$ cat src/rtl/regfile.sv
// 32 x 32-bit MIPS register file: one synchronous write port, two combinational
// read ports with same-cycle write-through bypass. Register 0 always reads zero.
module regfile #(
  parameter int RegAddrWidth = 5,
  parameter int RegDataWidth = 32,
  parameter int RegNum       = 32
) (
  input  logic                    clk,
  input  logic                    rst,
  input  logic [RegAddrWidth-1:0] waddr,
  input  logic [RegDataWidth-1:0] wdata,
  input  logic                    we,
  input  logic                    re1,
  input  logic [RegAddrWidth-1:0] raddr_1,
  output logic [RegDataWidth-1:0] rdata_1,
  input  logic                    re2,
  input  logic [RegAddrWidth-1:0] raddr_2,
  output logic [RegDataWidth-1:0] rdata_2
);

  reg [RegDataWidth-1:0] regs [0:RegNum-1];

  always_ff @(posedge clk) begin
    if (rst) begin
      for (int i = 0; i < RegNum; i++) begin
        regs[i] <= '0;
      end
    end else if (we == 1'b1 && waddr != '0) begin
      regs[waddr] <= wdata;
    end
  end

  // Enables are compared against 1 so an unknown enable falls through to zero.
  always_comb begin
    rdata_1 = '0;
    if (rst == 1'b0 && re1 == 1'b1 && raddr_1 != '0) begin
      if (we == 1'b1 && waddr == raddr_1) begin
        rdata_1 = wdata;
      end else begin
        rdata_1 = regs[raddr_1];
      end
    end
  end

  always_comb begin
    rdata_2 = '0;
    if (rst == 1'b0 && re2 == 1'b1 && raddr_2 != '0) begin
      if (we == 1'b1 && waddr == raddr_2) begin
        rdata_2 = wdata;
      end else begin
        rdata_2 = regs[raddr_2];
      end
    end
  end

endmodule

$ cat config.mk
export PLATFORM = sky130hd
export DESIGN_NAME = regfile
export DESIGN_NICKNAME = d
export VERILOG_FILES = /design/src/rtl/regfile.sv
export SDC_FILE = /design/constraint.sdc
export NUM_CORES = 2
export LEC_CHECK = 0
export CAP_MARGIN = 20
export CORE_MARGIN = 2
export CORE_UTILIZATION = 50
export DETAILED_ROUTE_END_ITERATION = 6
export GPL_ROUTABILITY_DRIVEN = 0
export GPL_TIMING_DRIVEN = 0
export PLACE_DENSITY = 0.81
export SYNTH_ARGS = -nofsm -noshare
export SYNTH_HDL_FRONTEND = slang
export SYNTH_SLANG_ARGS = --single-unit
$ cat constraint.sdc
create_clock -name clk -period 2.85 [get_ports clk]
set_input_delay 0.57 -clock clk [delete_from_list [all_inputs] [get_ports clk]]
set_output_delay 0.57 -clock clk [all_outputs]
set_load 0.03 [all_outputs]
* Yosys cells after proc, flatten, opt, wreduce, memory -nomap -nowiden *
Memory sizes are Yosys's and may differ from the RTL's.
Cells that the tools add are included.

operators by class
  multiplexer cells = 12
  reductions and logical operators = 11
  bitwise gates (word level) = 1
  equal/unequal tests = 2

operators by type and width
  cell                 count
  2-to-1 mux 32 bit    5
  OR reduction 32 bit  1
  nonzero test 5 bit   3
  == test 5 bit        2
  logical AND 1 bit    7
  2-to-1 mux 1 bit     6
  2-to-1 mux 5 bit     1
  NOT 1 bit            1

storage, ports and cells
  input bits = 52
  bits in writable memories = 1024
  bits in registers = 0
  word-level logic and storage cells = 27
  output and inout port bits = 64
  memories = 1

memories
  name  depth  bits a word  rd ports  clocked after Yosys merged registers in  write ports  line  text
  regs  32     32           2         0                                        32           21    reg [RegDataWidth-1:0] regs [0:RegNum-1];

* Depth between registers and ports, before layout *
  depth after elaboration = 7
  mapped depth = 10
  depth with buffers taken out = 5

* Worst setup path after synthesis *
No wires, ideal clock.

  kind = in2out
  from = in raddr_2[2]
  to = out rdata_2[30]
  arrival time = 2.796 ns
  required time = 2.280 ns
  buffers on the path = 4
  stages on the path = 9
  setup slack = -0.516 ns
  cells stage by stage = clkbuf_1 buf_2 inv_1 clkbuf_1 clkbuf_1 nand2_1 nand3_1 a21oi_1 nor4_1

on the way
  longest elaborated chain between the ends = 4
  elaborated cells on any way between the ends = 7
  classes of those cells = 1 x eq/ne; 2 x mux; 3 x reduce/logical; 1 x memory

ends and longest elaborated chain
  what                                                                          line  text
  start: declaration                                                            17    input logic [RegAddrWidth-1:0] raddr_2,
  parallel branches: the longest is 3 deep, another holds memory (32 x 32 bit)  -
  2-to-1 mux 32 bit (*)                                                         47    if (rst == 1'b0 && re2 == 1'b1 && raddr_2 != '0) begin
  end: declaration                                                              18    output logic [RegDataWidth-1:0] rdata_2

Every way passes the cells marked *.

==> impl_metrics.csv <==
group,metric,value,unit
cells_and_area,top_register,"regs",
timing,fin_crit,3.42,ns
critical_path,cp_data_required_time,2.28,ns
critical_path,critPathMaxFanout,2,
cells_and_area,ff_latch_area,30700,sq um
cts,root_buffer,"clkbuf_16",
timing,whs,0.742,ns
cells_and_area,syn2layout_area_growth,22.5,%
critical_path,worstPathArrival,2.85,ns
critical_path,critPathTopFamily,"compound AO/OA/AOI/OAI gates",
timing,setup_viol,299,
cts,clk_pin_slew,0.07,ns
synth,postSynthCellCount,3798,
place,port_buffers,102,
synth,synth_seq_cells,1024,
route,drt_wl_total,210,mm
cells_and_area,multi_input_area,25400,sq um
timing,finalMaxSlewViolations,0,
cells_and_area,finalNetCount,4206,
critical_path,crit_buf_inv,1,
die,die_x,335,um
timing,hold_viol,0,
power_and_ir_drop,p_total,37.6,mW
synth,async_flop_share,0,%
critical_path,cp-end-kind,"output port",
synth,seq_area_frac_synth,56.0,%
synth,syn_area_per_cell,14.5,sq um
timing,fmax,0.292,GHz
timing,period_share,120,%
cells_and_area,drive_above_1_share,33.8,%
cts,ctsHoldBuffers,0,
route,vias,41000,
place,hpwl,139,mm
synth,yosys_warnings,0,
global_route,grt_pass1_vias,39200,
die,dieArea,113000,sq um
global_route,grt_pass1_wl,279,mm
place,place_inst,5346,
cts,cts_tree,"built",
global_route,gr-total-overflow,0,
critical_path,slowest_delay,0.50,ns
cts,numCtsBuffers,96,
synth,synth-edff-count,1024,
hold_path,hold_class,"in2reg",
route,drt_first_pass_iters,7,
critical_path,critPathLaunchType,"flop",
critical_path,crit_slowest_cell,"mux4_2",
critical_path,cp_cell_sequence,"mux4_2, nor2b_4, a211oi_2, a31oi_2, a221o_2, buf_6",
timing,rsz0062_at_grt,"true",
power_and_ir_drop,vdd_drop_max,478,uV
cts,h-tree-depth,3,
global_route,antenna_found_initial,12,
global_route,grt_max_degree,33,
die,ios,116,
timing,fin_tns_setup,-41.56,ns
timing,worst_pin_slew,1.05,ns
cells_and_area,largest_reg_flops,1024,
cells_and_area,fill_cells,7086,
synth,netlist_area,54900,sq um
timing,layout_setup_ws,-0.574,ns
route,drc,33,
die,core-area,109000,sq um
die,die_height,335,um
cells_and_area,stdcell_area,67300,sq um
critical_path,path_class,"reg2out",
route,drt_iter0_drc,7829,
route,drt-wirelength-per-cell,37.1,um
global_route,grt_usage,35.2,%
route,drtAntennaViolNets,0,
cells_and_area,instances_no_fill,5653,
run_status,violations,"design-rule violations, negative setup slack",
route,viasPerCell,7.25,
job,cap_violations,0,
cts,clock_sinks,1024,
run_status,outcome,"finished with violations",
cells_and_area,top_regs,"regs: 1024 flops",
die,rows,121,
timing,relSlewSlack,30.0,%
synth,yosys_most_used_dff,"edfxtp_1",
cts,clockBufferDepth,3,
power_and_ir_drop,p_per_area,559,nW/um^2
place,dpl_cell_area,58100,sq um
synth,synth_cell_types,48,
die,initial_core_util,50.5,%
power_and_ir_drop,p_leak,23.5,nW
## path summary, 6_finish.rpt
path	start	endpoint	slack [ns]	cells after the start
max	regs[6][6]	rdata_2[6]	-0.57	6
min	wdata[14]	regs[5][14]	0.74	2
## layer usage
metal | vias up | global-route usage (%) | share of wire [%]
li1 | 15400 | - | -
met1 | 20000 | 42.3 | 30
met2 | 4393 | 52.2 | 43
met3 | 1161 | 13.6 | 17
met4 | 12 | 24.8 | 9.6
met5 | - | 0 | 0.12
## cells in the final DEF (no fill, tap or decap), types with 18 or more instances in the layout
cell and n:
nor2b_4 18, clkbuf_16 120, clkdlybuf4s50_1 34, a221oi_1 31, nor2_2 22, a221o_2 31, clkinv_2 19, mux2i_2 27
clkinv_1 18, conb_1 32, mux4_2 387, buf_6 97, a2111oi_4 31, a221oi_2 29, a21oi_2 48, clkbuf_2 39
edfxtp_1 1024, nand2_1 69, a22o_4 43, o21ai_0 32, a211oi_2 28, a22oi_1 29, clkbuf_8 20, o221ai_2 20
and2_1 992, mux2i_1 214, clkbuf_4 39, a31oi_2 22, nor2b_1 18, a22oi_2 33, or2_4 31, a21oi_1 29
clkbuf_1 204, buf_4 93, buf_12 60
## where the power goes
| group | internal, mW | leakage [nW] | switching, mW |
|---|---|---|---|
| logic | 2.49 | 12.2 | 3.55 |
| registers | 17.4 | 9.75 | 0.548 |
| clock network | 7.45 | 1.56 | 6.15 |
| total | 27.4 | 23.5 | 10.2 |
## per-stage QoR
step / util [%] / worst slack (ns)
2_1_floorplan: - / -0.0284
5_1_grt: 61.8 / -0.554
6_report: 61.8 / -0.574
4_1_cts: 60.2 / -0.460
3_3_place_gp: 53.3 / -2.59
3_5_place_dp: 53.3 / -2.41
## what timing repair did
item | 4_1_cts | 5_1_grt
pin swaps | 158 | 88
setup endpoints to repair | 1605 | 1279
gates resized for setup | 1299 | 225
setup buffers | 60 | 41
gates cloned | 10 | 21
## logic make-up (layout without fill, tap and decap cells)
family | after synthesis | count (layout) | synth area share [%]
AND/OR/NAND/NOR | 1198 | 1203 | 13.2
AO/OA/AOI/OAI | 505 | 505 | 6.91
other | 1 | 39 | 0.00683
XOR/XNOR | 10 | 10 | 0.159
flip-flops | 1024 | 1024 | 56.0
buffers and inverters | 420 | 818 | 3.29
multiplexers | 640 | 640 | 20.5
## layout make-up
type                    instances  share of cell area, %
clock buffers                 108                   3.73
multi-input cells            2390                   37.8
plain buffers                 413                   5.02
diodes                          7                 0.0260
clock inverters                68                   1.02
well taps                    1414                   2.63
repair buffers                227                   4.05
inverters                       2                 0.0149
flip-flops and latches       1024                   45.7
## cells in the mapped netlist, types with 4 or more instances
cell       number  share of area, %
edfxtp_1     1024                56
a31oi_1        31              0.35
buf_2          63              0.57
mux2i_1       252               4.6
nor2b_1        36              0.41
nand2_1        74              0.51
buf_4          17              0.23
buf_6          12              0.25
a221o_1        31              0.57
nand3b_1        7             0.096
xor2_1          4             0.064
o21ai_0        33              0.30
clkbuf_1      310               2.1
a22oi_1        62              0.85
and2_1        993                11
a211oi_1       30              0.41
o22ai_1        31              0.35
o221ai_1       32              0.51
a2111oi_2      12              0.33
mux4_2        387                16
nand3_1         5             0.046
nor2_1         38              0.26
a221oi_1       63               1.0
a2111oi_0      18              0.29
a22o_1         62              0.99
or2_2          32              0.36
xnor2_1         6             0.096
a21oi_1        94              0.86
buf_1          16              0.11
(Power assumes the default switching activity.)
